File: src/rtl/lcd_spi_pkg.sv
`default_nettype none
//==============================================================================
// Module : lcd_spi_pkg
// Desc   : Shared types and constants for the PCD8544 SPI byte streamer.
// Rev    : 1.0 - initial release
//==============================================================================
package lcd_spi_pkg;

    // State encodings are fixed so that debug probes read stable values.
    localparam logic [2:0] c_ST_IDLE  = 3'd0;
    localparam logic [2:0] c_ST_SETUP = 3'd1;
    localparam logic [2:0] c_ST_HIGH  = 3'd2;
    localparam logic [2:0] c_ST_LOW   = 3'd3;
    localparam logic [2:0] c_ST_END   = 3'd4;
    localparam logic [2:0] c_ST_GAP   = 3'd5;

    typedef enum logic [2:0] {
        ST_IDLE  = c_ST_IDLE,
        ST_SETUP = c_ST_SETUP,
        ST_HIGH  = c_ST_HIGH,
        ST_LOW   = c_ST_LOW,
        ST_END   = c_ST_END,
        ST_GAP   = c_ST_GAP
    } state_t;

    // FIFO entry is {dc, word}; default sizing for an 8-bit LCD word.
    localparam int ENTRY_W = 8 + 1;

    localparam logic DC_CMD  = 1'b0;
    localparam logic DC_DATA = 1'b1;

    // Entry width for an arbitrary word width.
    function automatic int entry_width(input int data_w);
        return data_w + 1;
    endfunction

endpackage
`default_nettype wire

File: src/rtl/spi_lcd_streamer_if.sv
`default_nettype none
//==============================================================================
// Module : spi_lcd_streamer_if
// Desc   : Upstream write channel carrying {dc, word} entries to the streamer.
// Rev    : 1.0 - initial release
//==============================================================================
interface spi_lcd_streamer_if #(
    parameter int DATA_W = 8
);
    logic              wr_valid;
    logic              wr_ready;
    logic              wr_dc;
    logic [DATA_W-1:0] wr_data;

    // Upstream producer side.
    modport master (
        output wr_valid,
        output wr_dc,
        output wr_data,
        input  wr_ready
    );

    // Streamer side.
    modport slave (
        input  wr_valid,
        input  wr_dc,
        input  wr_data,
        output wr_ready
    );
endinterface
`default_nettype wire

File: src/rtl/lcd_cmd_fifo.sv
`default_nettype none
//==============================================================================
// Module : lcd_cmd_fifo
// Desc   : Synchronous single-clock FIFO holding {dc, word} entries.
//          Push is ignored when full, pop is ignored when empty.
// Rev    : 1.0 - initial release
//==============================================================================
module lcd_cmd_fifo
    import lcd_spi_pkg::*;
#(
    parameter int WIDTH = ENTRY_W,
    parameter int DEPTH = 16
) (
    input  wire logic                   clk,
    input  wire logic                   rst,
    input  wire logic                   i_push,
    input  wire logic [WIDTH-1:0]       i_push_data,
    input  wire logic                   i_pop,
    output logic      [WIDTH-1:0]       o_pop_data,
    output logic                        o_full,
    output logic                        o_empty,
    output logic      [$clog2(DEPTH):0] o_level
);
    localparam int               c_AW   = $clog2(DEPTH);
    localparam logic [c_AW:0]    c_FULL = (c_AW + 1)'(DEPTH);

    logic [WIDTH-1:0] r_mem [DEPTH];
    logic [c_AW-1:0]  r_wr_ptr;
    logic [c_AW-1:0]  r_rd_ptr;
    logic [c_AW:0]    r_level;
    logic             w_push;
    logic             w_pop;

    assign w_push     = i_push && !o_full;
    assign w_pop      = i_pop && !o_empty;
    assign o_full     = (r_level == c_FULL);
    assign o_empty    = (r_level == '0);
    assign o_level    = r_level;
    assign o_pop_data = r_mem[r_rd_ptr];

    // Storage array; contents need no reset because the pointers define validity.
    always_ff @(posedge clk) begin
        if (w_push) begin
            r_mem[r_wr_ptr] <= i_push_data;
        end
    end

    // Pointers wrap naturally since DEPTH is a power of two; level tracks occupancy.
    always_ff @(posedge clk) begin
        if (rst) begin
            r_wr_ptr <= '0;
            r_rd_ptr <= '0;
            r_level  <= '0;
        end else begin
            if (w_push) begin
                r_wr_ptr <= r_wr_ptr + 1'b1;
            end
            if (w_pop) begin
                r_rd_ptr <= r_rd_ptr + 1'b1;
            end
            case ({w_push, w_pop})
                2'b10:   r_level <= r_level + 1'b1;
                2'b01:   r_level <= r_level - 1'b1;
                default: r_level <= r_level;
            endcase
        end
    end
endmodule
`default_nettype wire

File: src/rtl/spi_lcd_streamer.sv
`default_nettype none
//==============================================================================
// Module : spi_lcd_streamer
// Desc   : SPI mode-0, MSB-first command/data streamer for PCD8544-class LCDs.
//          Entries are queued in a FIFO and sent with sce held low across
//          back-to-back words.
// Rev    : 1.0 - initial release
//==============================================================================
module spi_lcd_streamer
    import lcd_spi_pkg::*;
#(
    parameter int DATA_W  = 8,
    parameter int DEPTH   = 16,
    parameter int CLK_DIV = 4,
    parameter int CS_GAP  = 2
) (
    input  wire logic                   clock,
    input  wire logic                   Reset,
    spi_lcd_streamer_if.slave           wr,
    output logic      [$clog2(DEPTH):0] level,
    output logic                        busy,
    output logic                        byte_done,
    output logic                        mosi,
    output logic                        sclk,
    output logic                        sce,
    output logic                        dc
);
    localparam int c_ENTRY_W = entry_width(DATA_W);
    localparam int c_BW      = $clog2(DATA_W);
    localparam int c_CNT_MAX = (CLK_DIV > CS_GAP) ? CLK_DIV : CS_GAP;
    localparam int c_DW      = $clog2(c_CNT_MAX) + 1;

    localparam logic [c_DW-1:0] c_DIV_LAST = c_DW'(CLK_DIV - 1);
    localparam logic [c_DW-1:0] c_GAP_LAST = c_DW'(CS_GAP - 1);
    localparam logic [c_BW-1:0] c_BIT_LAST = c_BW'(DATA_W - 1);

    state_t              r_state,  w_state_nxt;
    logic [c_DW-1:0]     r_div,    w_div_nxt;
    logic [c_BW-1:0]     r_bit,    w_bit_nxt;
    logic [DATA_W-1:0]   r_shift,  w_shift_nxt;
    logic                r_mosi,   w_mosi_nxt;
    logic                r_sclk,   w_sclk_nxt;
    logic                r_sce,    w_sce_nxt;
    logic                r_dc,     w_dc_nxt;

    logic                w_pop;
    logic [c_ENTRY_W-1:0] w_pop_data;
    logic                w_full;
    logic                w_empty;
    logic [$clog2(DEPTH):0] w_level;
    logic                w_div_done;

    lcd_cmd_fifo #(
        .WIDTH (c_ENTRY_W),
        .DEPTH (DEPTH)
    ) u_fifo (
        .clk         (clock),
        .rst         (Reset),
        .i_push      (wr.wr_valid),
        .i_push_data ({wr.wr_dc, wr.wr_data}),
        .i_pop       (w_pop),
        .o_pop_data  (w_pop_data),
        .o_full      (w_full),
        .o_empty     (w_empty),
        .o_level     (w_level)
    );

    // The GAP phase counts chip-select idle time; all other phases count half-periods.
    assign w_div_done  = (r_div == ((r_state == ST_GAP) ? c_GAP_LAST : c_DIV_LAST));

    assign wr.wr_ready = !w_full;
    assign level       = w_level;
    assign busy        = (r_state != ST_IDLE) || !w_empty;
    assign byte_done   = (r_state == ST_END) && w_div_done;
    assign mosi        = r_mosi;
    assign sclk        = r_sclk;
    assign sce         = r_sce;
    assign dc          = r_dc;

    // Next-state, divider, shifter and pin values; pops load a fresh word.
    always_comb begin
        w_state_nxt = r_state;
        w_div_nxt   = r_div + 1'b1;
        w_bit_nxt   = r_bit;
        w_shift_nxt = r_shift;
        w_mosi_nxt  = r_mosi;
        w_sclk_nxt  = r_sclk;
        w_sce_nxt   = r_sce;
        w_dc_nxt    = r_dc;
        w_pop       = 1'b0;

        case (r_state)
            ST_IDLE: begin
                w_div_nxt = '0;
                if (!w_empty) begin
                    w_pop       = 1'b1;
                    w_shift_nxt = w_pop_data[DATA_W-1:0];
                    w_mosi_nxt  = w_pop_data[DATA_W-1];
                    w_dc_nxt    = w_pop_data[DATA_W];
                    w_bit_nxt   = '0;
                    w_sce_nxt   = 1'b0;
                    w_state_nxt = ST_SETUP;
                end
            end
            ST_SETUP: begin
                if (w_div_done) begin
                    w_div_nxt   = '0;
                    w_sclk_nxt  = 1'b1;
                    w_state_nxt = ST_HIGH;
                end
            end
            ST_HIGH: begin
                if (w_div_done) begin
                    w_div_nxt  = '0;
                    w_sclk_nxt = 1'b0;
                    if (r_bit == c_BIT_LAST) begin
                        w_state_nxt = ST_END;
                    end else begin
                        w_bit_nxt   = r_bit + 1'b1;
                        w_shift_nxt = r_shift << 1;
                        w_mosi_nxt  = r_shift[DATA_W-2];
                        w_state_nxt = ST_LOW;
                    end
                end
            end
            ST_LOW: begin
                if (w_div_done) begin
                    w_div_nxt   = '0;
                    w_sclk_nxt  = 1'b1;
                    w_state_nxt = ST_HIGH;
                end
            end
            ST_END: begin
                if (w_div_done) begin
                    w_div_nxt = '0;
                    if (!w_empty) begin
                        // Back-to-back word: keep sce low and restart setup.
                        w_pop       = 1'b1;
                        w_shift_nxt = w_pop_data[DATA_W-1:0];
                        w_mosi_nxt  = w_pop_data[DATA_W-1];
                        w_dc_nxt    = w_pop_data[DATA_W];
                        w_bit_nxt   = '0;
                        w_state_nxt = ST_SETUP;
                    end else begin
                        w_sce_nxt   = 1'b1;
                        w_mosi_nxt  = 1'b0;
                        w_state_nxt = ST_GAP;
                    end
                end
            end
            ST_GAP: begin
                if (w_div_done) begin
                    w_div_nxt   = '0;
                    w_state_nxt = ST_IDLE;
                end
            end
            default: begin
                w_div_nxt   = '0;
                w_sce_nxt   = 1'b1;
                w_sclk_nxt  = 1'b0;
                w_state_nxt = ST_IDLE;
            end
        endcase
    end

    // State and pin registers; reset abandons any word in flight immediately.
    always_ff @(posedge clock) begin
        if (Reset) begin
            r_state <= ST_IDLE;
            r_div   <= '0;
            r_bit   <= '0;
            r_shift <= '0;
            r_mosi  <= 1'b0;
            r_sclk  <= 1'b0;
            r_sce   <= 1'b1;
            r_dc    <= DC_CMD;
        end else begin
            r_state <= w_state_nxt;
            r_div   <= w_div_nxt;
            r_bit   <= w_bit_nxt;
            r_shift <= w_shift_nxt;
            r_mosi  <= w_mosi_nxt;
            r_sclk  <= w_sclk_nxt;
            r_sce   <= w_sce_nxt;
            r_dc    <= w_dc_nxt;
        end
    end
endmodule
`default_nettype wire

File: src/flat_wrapper.sv
// flat-port wrapper written by rule: the top's interface ports become plain ports
module spi_lcd_streamer_flat import lcd_spi_pkg::*;
#(
    parameter int DATA_W  = 8,
    parameter int DEPTH   = 16,
    parameter int CLK_DIV = 4,
    parameter int CS_GAP  = 2
)
  (clock, Reset, level, busy, byte_done, mosi, sclk, sce, dc, wr_wr_valid, wr_wr_dc, wr_wr_data, wr_wr_ready);
  spi_lcd_streamer_if #(.DATA_W(DATA_W)) wr_i ();
  input  wire logic clock;
  input  wire logic Reset;
  output logic      [$clog2(DEPTH):0] level;
  output logic busy;
  output logic byte_done;
  output logic mosi;
  output logic sclk;
  output logic sce;
  output logic dc;
  input wire logic [$bits(wr_i.wr_valid)-1:0] wr_wr_valid;
  input wire logic [$bits(wr_i.wr_dc)-1:0] wr_wr_dc;
  input wire logic [$bits(wr_i.wr_data)-1:0] wr_wr_data;
  output wire logic [$bits(wr_i.wr_ready)-1:0] wr_wr_ready;
  assign wr_i.wr_valid = wr_wr_valid;
  assign wr_i.wr_dc = wr_wr_dc;
  assign wr_i.wr_data = wr_wr_data;
  assign wr_wr_ready = wr_i.wr_ready;
  spi_lcd_streamer #(.DATA_W(DATA_W), .DEPTH(DEPTH), .CLK_DIV(CLK_DIV), .CS_GAP(CS_GAP)) u_core (.clock(clock), .Reset(Reset), .wr(wr_i), .level(level), .busy(busy), .byte_done(byte_done), .mosi(mosi), .sclk(sclk), .sce(sce), .dc(dc));
endmodule
File: config.mk
export PLATFORM = sky130hd
export DESIGN_NAME = spi_lcd_streamer_flat
export DESIGN_NICKNAME = d
export VERILOG_FILES = /design/src/rtl/lcd_spi_pkg.sv /design/src/rtl/spi_lcd_streamer_if.sv /design/src/rtl/lcd_cmd_fifo.sv /design/src/rtl/spi_lcd_streamer.sv /design/src/flat_wrapper.sv
export SDC_FILE = /design/constraint.sdc
export NUM_CORES = 1
export LEC_CHECK = 0
export BUFFER_PORTS_ARGS = -buffer_cell sky130_fd_sc_hd__buf_4
export CAP_MARGIN = 25
export CORE_UTILIZATION = 66
export DETAILED_ROUTE_END_ITERATION = 16
export GPL_TIMING_DRIVEN = 0
export PLACE_DENSITY = 0.84
export SLEW_MARGIN = 10
export SYNTH_ARGS = -nofsm -noshare
export SYNTH_HDL_FRONTEND = slang
export SYNTH_SLANG_ARGS = --single-unit
export TNS_END_PERCENT = 30
File: constraint.sdc
create_clock -name clock -period 8 [get_ports clock]
set_clock_uncertainty 0.05 [all_clocks]
set_input_delay 0 -clock clock [delete_from_list [all_inputs] [get_ports clock]]
set_output_delay 0 -clock clock [all_outputs]
set_load 0.03 [all_outputs]
==> reports/results.tsv, run 1 <==
stage	metric	value	unit
status	status	finished, final reports clean	
timing	final hold vios	0	
hold_path	Hold Path Depth	4	
global_route	largest net degree at the start of global routing	17	
die	Cell Rows	38	
worst_setup_path	worst path arrival time	3860	ps
clock_network	CTS root buffer	clkbuf_16	
die	Core Area	0.0110	sq mm
placed_design	RePlAce Congestion	0.884	
worst_setup_path	R2R cell count	11	
worst_setup_path	WS Path Type	flop to flop	
detailed_routing	WL final	17100	um
placed_design	port bufs	23	
yosys	Seq/Total Area, Yosys	0.666	
detailed_routing	Initial DRT Pass Iterations	5	
clock_network	CTS Buf Count	17	
placed_design	worst slack at placement	4500	ps
layout	diodes inserted	0	
layout	most frequent cells in the layout	edfxtp_1, nor2_1, dfxtp_1	
worst_setup_path	critical path peak fanout	10	
detailed_routing	drt initial violations	462	
layout	final core utilization	0.789	
detailed_routing	antenna-violating nets left	0	
timing	final setup margin	4420	ps
pwr	VDD IR max	0.250	mV
die	Die W	109	um
worst_setup_path	critical path launch point type	flop	
yosys	mapped cell area	0.00761	sq mm
yosys	Yosys top cell area share	0.568	
global_route	global-route wire length before repair	25600	um
hold_path	Hold Path Class	primary input to flop	
layout	share of cells above drive strength 1	0.237	
clock_network	Worst-path clk slew	70	ps
global_route	met3 Use GR	0.0711	
timing	max-slew violation count	0	
layout	FILL cells	593	
detailed_routing	via density per instance	6.54	
yosys	Post-synth EDFFs	144	
yosys	Synth Warn #	0	
die	Die H	109	um
global_route	GRT Resource Usage Total	0.311	
yosys	Mapped Avg Cell Area	16.1	sq um
detailed_routing	Via Count	4476	
global_route	met2 Use GR	0.502	
timing	fmax	0.279	GHz
flow_run	max cap viols	0	
timing	final hold slack	122	ps
clock_network	CTS sink cnt	181	
pwr	P per Cell Area	313	mW/mm^2
layout	area delta synth->final	14.3	%
yosys	Yosys cell types	61	
global_route	initial antenna violation count	0	
pwr	leakage	3.00	nW
detailed_routing	DR WL/cell	25.0	um
global_route	busiest grt layer	met2	
yosys	ys async rst share	0	
worst_setup_path	WP data required	8280	ps
timing	endpoints failing setup	0	
global_route	vias in the first global route	4409	
global_route	Global Route met1 Usage	0.418	
clock_network	Post-CTS Repair Setup Buffers	0	
yosys	ys flop type	edfxtp_1	
timing	post-route clock period utilization	0.447	
die	area of the die	0.0120	sq mm
yosys	most area-consuming cells after synthesis	edfxtp_1, mux4_2, dfxtp_1	
detailed_routing	DRC	0	
die	initial core utilization	0.690	
layout	Final #Nets	555	
layout	most common cell after layout, fill and taps aside	edfxtp_1	
die	I/O pin total	24	
yosys	Yosys reg bits	181	
yosys	post-synthesis instance total	474	
global_route	remaining global-route overflow	0	
clock_network	Max Root-Sink Buffers	2	
worst_setup_path	Critical Path End Type	flop	
timing	RSZ-0062 raised after global routing	false	
yosys	cell accounting for the most synthesized area	edfxtp_1	
clock_network	CTS H-tree depth	4	
clock_network	TritonCTS clock tree	done	
timing	Slew HR	0.300	
timing	Setup TNS	0	ps
timing	crit path time final	3580	ps
placed_design	DP HPWL	10100	um
yosys	Post-Syn Nets	497	
timing	Slew @ Worst Pin	1050	ps
clock_network	Clock Latency Late Sink	440	ps
[repair_timing]
| action | 4_1_cts | 5_1_grt |
|---|---|---|
| resized for setup | 0 | 0 |
| endpoints found under the hold margin | 160 | 0 |
| hold buffers | 10 | 0 |
[Yosys cell counts, types with 3 or more instances]
| cell type | instances |
|---|---|
| buf_6 | 3 |
| mux4_2 | 33 |
| nor2_1 | 41 |
| or3b_2 | 3 |
| nor3_1 | 6 |
| o211a_1 | 4 |
| inv_1 | 16 |
| a21oi_1 | 8 |
| o22ai_1 | 9 |
| dfxtp_1 | 37 |
| a211oi_1 | 12 |
| edfxtp_1 | 144 |
| clkbuf_1 | 10 |
| o21ai_0 | 9 |
| nand2b_1 | 6 |
| xor2_1 | 7 |
| mux2i_1 | 20 |
| mux2_2 | 6 |
| and3_1 | 5 |
| nand3_1 | 4 |
| buf_2 | 5 |
| nand2_1 | 19 |
| xnor2_1 | 4 |
| buf_4 | 4 |
| nor2b_1 | 4 |
| ha_1 | 11 |
[worst max-delay path, cell delays in order (launching register included)]
cell and delay (ps):
dfxtp_1 310, buf_6 130, or2_0 230, buf_6 140, a221oi_4 560, ha_1 440, ha_1 260, nand2_1 110
a2111oi_2 410, nor2_1 80, a311oi_1 360, mux2_2 380
[area by class of cell]
type                       count  area, sq um  share of cell area
buffer                        24          155              0.0178
clock buffer                  18          429              0.0493
clock inverter                13          149              0.0171
inverter                      16         60.1             0.00690
multi-input combinational    253         2350               0.270
sequential                   181         5060               0.582
tap                          140          175              0.0201
timing repair buffer          39          318              0.0365
[path summary, 6_finish.rpt]
kind	end	startpoint	slack [ps]
worst max-delay path	u_core.u_fifo.o_level[4]$_SDFFE_PP0P_	u_core.r_state[0]$_SDFFE_PP0P_	4420
worst min-delay path	u_core.u_fifo.r_wr_ptr[1]$_SDFFE_PP0P_	wr_wr_valid	120
worst max register to register	u_core.u_fifo.o_level[4]$_SDFFE_PP0P_	u_core.r_state[0]$_SDFFE_PP0P_	4420
worst min register to register	u_core.r_shift[6]$_SDFFE_PP0P_	u_core.r_shift[6]$_SDFFE_PP0P_	410
[cell families (layout without fill, tap and decap cells)]
group                      Yosys count  in the layout  share of synthesized area
DFF                                181            181                      0.666
and+or+nand+nor                    102            102                     0.0689
AOI/OAI and AO/OA                   70             70                     0.0737
muxes                               59             59                      0.133
buffers and inverters               40            110                     0.0283
adders and majority gates           11             11                     0.0181
xor gates and xnor gates            11             11                     0.0127
[through the flow]
step                instances  instance area [sq um]  power [mW]
detailed placement        638                   7990        1.89
floorplan                 474                   7610        1.70
global placement          637                   7960        1.86
CTS                       679                   8660        2.72
global route              684                   8700        2.82
finish                    684                   8700        2.72
[layer usage]
metal / wire, um / share of wire
met1: 6740 / 0.39
met5: 0 / 0
met2: 8610 / 0.50
met4: 391 / 0.023
met3: 1330 / 0.078
[sequential cells by signal (all words and copies together) (netlist names), named ones only]
register                flops
u_core.u_fifo.r_wr_ptr      4
u_core.u_fifo.r_rd_ptr      4
u_core.r_shift              7
u_core.mosi                 1
u_core.sclk                 1
u_core.sce                  1
u_core.u_fifo.o_level       5
u_core.dc                   1
u_core.u_fifo.r_mem       144
u_core.r_div                3
u_core.r_state              3
u_core.r_bit                3
[report_power, final]
part           leakage, nW  switching [mW]  total (mW)  internal [mW]
clock network        0.276           0.365       0.828          0.464
logic                 1.12           0.430       0.768          0.339
registers             1.60          0.0467        1.13           1.08
total                 3.00           0.841        2.72           1.88
No activity file was read; power rests on OpenSTA's default activity.
==> run 2, diff against run 1 <==
--- a/config.mk
+++ b/config.mk
@@ -5,12 +5,13 @@
 export SDC_FILE = /design/constraint.sdc
 export NUM_CORES = 1
 export LEC_CHECK = 0
+export ABC_AREA = 1
 export BUFFER_PORTS_ARGS = -buffer_cell sky130_fd_sc_hd__buf_4
 export CAP_MARGIN = 25
-export CORE_UTILIZATION = 66
+export CORE_UTILIZATION = 61
 export DETAILED_ROUTE_END_ITERATION = 16
 export GPL_TIMING_DRIVEN = 0
-export PLACE_DENSITY = 0.84
+export PLACE_DENSITY = 0.78
 export SLEW_MARGIN = 10
 export SYNTH_ARGS = -nofsm -noshare
 export SYNTH_HDL_FRONTEND = slang
==> constraint.sdc (replaced) <==
create_clock -name clock -period 3.7 [get_ports clock]
set_clock_uncertainty 0.05 [all_clocks]
set_input_delay 0 -clock clock [delete_from_list [all_inputs] [get_ports clock]]
set_output_delay 0 -clock clock [all_outputs]
set_load 0.03 [all_outputs]
==> run 2 against run 1 <==
Flip-flop and latch count is the same. Clock power grew 130%. Area after synthesis down 2.2%. Combinational power rose to 2.6 times the previous value. Highest routed layer unchanged.
==> reports/results.tsv, run 2 <==
stage	metric	value	unit	change
status	status	finished, final reports clean		unchanged
detailed_routing	metal2 WL	8980	um	was 8610 um
clock_network	TritonCTS clock tree	done		unchanged
timing	post-route clock period utilization	0.678		was 0.447
global_route	GRT Resource Usage Total	0.311		about the same
timing	fmax	0.399	GHz	was 0.279 GHz
die	Die H	112	um	was 109 um
timing	RSZ-0062 raised after global routing	false		unchanged
timing	max-slew violation count	0		unchanged
pwr	clock power share	0.299		was 0.304
yosys	top cells by count, synth	edfxtp_1, nor2_1, o21ai_0		was edfxtp_1, nor2_1, dfxtp_1
layout	area delta synth->final	15.8	%	was 14.3%
clock_network	post-cts gate resize count	0		unchanged
hold_path	Hold Path Class	primary input to flop		unchanged
yosys	Seq/Total Area, Yosys	0.681		was 0.666
yosys	Post-Syn Nets	671		was 497
worst_setup_path	Critical Path End Type	flop		unchanged
pwr	VDD IR max	0.516	mV	was 0.250 mV
placed_design	Post-DP Area	0.00785	sq mm	was 0.00799 sq mm
global_route	largest net degree at the start of global routing	17		unchanged
detailed_routing	top sig layer	met4		unchanged
detailed_routing	routed wl met3	1740	um	was 1330 um
detailed_routing	antenna-violating nets left	0		unchanged
clock_network	Max Root-Sink Buffers	2		unchanged
layout	largest reg by FF count	u_core.u_fifo.r_mem		unchanged
clock_network	Worst-path clk slew	60	ps	was 70 ps
yosys	ys async rst share	0		unchanged
layout	number of flip-flops in the largest register	144		unchanged
timing	endpoints failing setup	0		unchanged
die	I/O pin total	24		unchanged
yosys	post-synthesis instance total	648		was 474
worst_setup_path	critical path peak fanout	7		was 10
global_route	initial antenna violation count	0		unchanged
placed_design	placed cell count	819		was 638
placed_design	worst slack at placement	1230	ps	was 4500 ps
yosys	Post-synth EDFFs	144		unchanged
layout	share of cells above drive strength 1	0.126		was 0.237
layout	most frequent cells in the layout	edfxtp_1, nor2_1, o21ai_0		was edfxtp_1, nor2_1, dfxtp_1
global_route	global-route wire length before repair	28800	um	was 25600 um
yosys	Yosys top cell area share	0.581		was 0.568
pwr	Sw Ratio	0.354		was 0.309
timing	Slew @ Worst Pin	1110	ps	was 1050 ps
pwr	Power, Total	6.28	mW	was 2.72 mW
yosys	Yosys reg bits	181		unchanged
yosys	cell accounting for the most synthesized area	edfxtp_1		unchanged
pwr	combinational fraction of design power	0.312		was 0.282
detailed_routing	drt initial violations	593		was 462
yosys	Synth Warn #	0		unchanged
detailed_routing	Via Count	5431		was 4476
yosys	Mapped Avg Cell Area	11.5	sq um	was 16.1 sq um
pwr	Psw	2.22	mW	was 0.841 mW
yosys	most area-consuming cells after synthesis	edfxtp_1, dfxtp_1, o21ai_0		was edfxtp_1, mux4_2, dfxtp_1
worst_setup_path	Cell Chain, Critical Path	inv_2 > nor2_2 > o211ai_2 > nand2_2 > inv_2 > ha_1 > xnor2_1 > nand3b_1 > nand2_1 > o21ai_1 > nand3_1 > o211ai_1 > inv_1		was buf_6 > or2_0 > buf_6 > a221oi_4 > ha_1 > ha_1 > nand2_1 > a2111oi_2 > nor2_1 > a311oi_1 > mux2_2
detailed_routing	via density per instance	6.26		was 6.54
clock_network	CTS Buf Count	17		unchanged
pwr	Pint	4.06	mW	was 1.88 mW
detailed_routing	Initial DRT Pass Iterations	5		unchanged
timing	crit path time final	2510	ps	was 3580 ps
die	Die W	112	um	was 109 um
layout	most common cell after layout, fill and taps aside	edfxtp_1		unchanged
die	initial core utilization	0.638		was 0.690
pwr	leakage	3.12	nW	was 3.00 nW
worst_setup_path	WP data required	3970	ps	was 8280 ps
yosys	most frequently used cell type in the post-synthesis netlist	edfxtp_1		unchanged
worst_setup_path	WS Path Type	flop to flop		unchanged
yosys	Yosys cell types	37		was 61
timing	final hold vios	0		unchanged
global_route	vias in the first global route	5375		was 4409
pwr	P per Cell Area	729	mW/mm^2	was 313 mW/mm^2
clock_network	CTS sink cnt	181		unchanged
clock_network	CTS H-tree depth	4		unchanged
detailed_routing	DRC	0		unchanged
die	Cell Rows	39		was 38
detailed_routing	DR WL/cell	21.4	um	was 25.0 um
placed_design	port bufs	23		unchanged
layout	final core utilization	0.739		was 0.789
worst_setup_path	worst path arrival time	2780	ps	was 3860 ps
flow_run	max cap viols	0		unchanged
worst_setup_path	Worst path max stage delay	490	ps	was 560 ps
placed_design	DP HPWL	11900	um	was 10100 um
worst_setup_path	Crit-path slowest cell	dfxtp_1		was a221oi_4
timing	final setup margin	1190	ps	was 4420 ps
pwr	Flop pwr share	0.389		was 0.414
clock_network	CTS root buffer	clkbuf_16		unchanged
yosys	ys flop type	edfxtp_1		unchanged
clock_network	CTS Hold Bufs	10		unchanged
clock_network	Post-CTS Repair Setup Buffers	0		unchanged
layout	diodes inserted	0		unchanged
timing	final hold slack	19.1	ps	was 122 ps
layout	Final #Nets	735		was 555
placed_design	RePlAce Congestion	0.883		was 0.884
worst_setup_path	Crit path top cell by count	inv_2		
die	Core Area	0.0117	sq mm	was 0.0110 sq mm
detailed_routing	wl on met1	7370	um	was 6740 um
detailed_routing	WL final	18600	um	was 17100 um
timing	Slew HR	0.256		was 0.300
clock_network	Clock Latency Late Sink	430	ps	was 440 ps
layout	Non-Filler Instances	867		was 684
die	area of the die	0.0126	sq mm	was 0.0120 sq mm
global_route	remaining global-route overflow	0		unchanged
timing	Setup TNS	0	ps	unchanged
layout	post-layout instance area	0.00862	sq mm	was 0.00870 sq mm
yosys	mapped cell area	0.00744	sq mm	was 0.00761 sq mm
worst_setup_path	critical path launch point type	flop		unchanged
-- run 2: path summary, 6_finish.rpt --
check	from	to	slack, ps	cells after the start
max reg2reg	u_core.r_state[2]$_SDFFE_PP0P_	u_core.u_fifo.o_level[3]$_SDFFE_PP0P_	1190	13
min	wr_wr_valid	u_core.u_fifo.r_wr_ptr[1]$_SDFFE_PP0P_	20	3
max	u_core.r_state[2]$_SDFFE_PP0P_	u_core.u_fifo.o_level[3]$_SDFFE_PP0P_	1190	13
min reg2reg	u_core.r_bit[0]$_SDFFE_PP0P_	u_core.r_bit[0]$_SDFFE_PP0P_	430	1
-- run 2: cell families after synthesis --
group,count (synthesis),synth area share
buf+inv,68,0.0355
compound gates,176,0.140
flops,181,0.681
simple gates,206,0.118
fa+ha+maj,11,0.0185
xor+xnor,6,0.00706
-- run 2: power by group through the flow --
stage	clock network [mW]	logic, mW	registers, mW
6_report	1.87	1.96	2.45
5_1_grt	1.95	2.16	2.46
4_1_cts	1.87	1.93	2.44
3_5_place_dp	0	1.90	2.49
3_3_place_gp	0	1.83	2.48
2_1_floorplan	0	1.26	2.52
-- run 2: worst max-delay path, delay by kind of cell, from the launching register on --
kind,cells,cell delay (ps)
AND/OR/NAND/NOR,5,590
flip-flops,1,490
AO/OA/AOI/OAI,3,370
XOR/XNOR,1,330
buffers and inverters,3,290
adder cells (fa/ha/maj),1,270
-- run 2: cell type report --
class	count	area, sq um
Timing Repair Buffer	45	385
Clock inverter	13	181
Tap cell	143	179
Inverter	38	145
Clock buffer	18	429
Multi-Input combinational cell	399	2110
Buffer	30	119
Fill cell	753	3050
Sequential cell	181	5060
-- run 2: per-layer routing --
metal / vias up / track usage
met5: - / 0
met3: 43 / 0.0518
met1: 2595 / 0.424
li1: 2474 / -
met2: 319 / 0.496
met4: 0 / 0.145
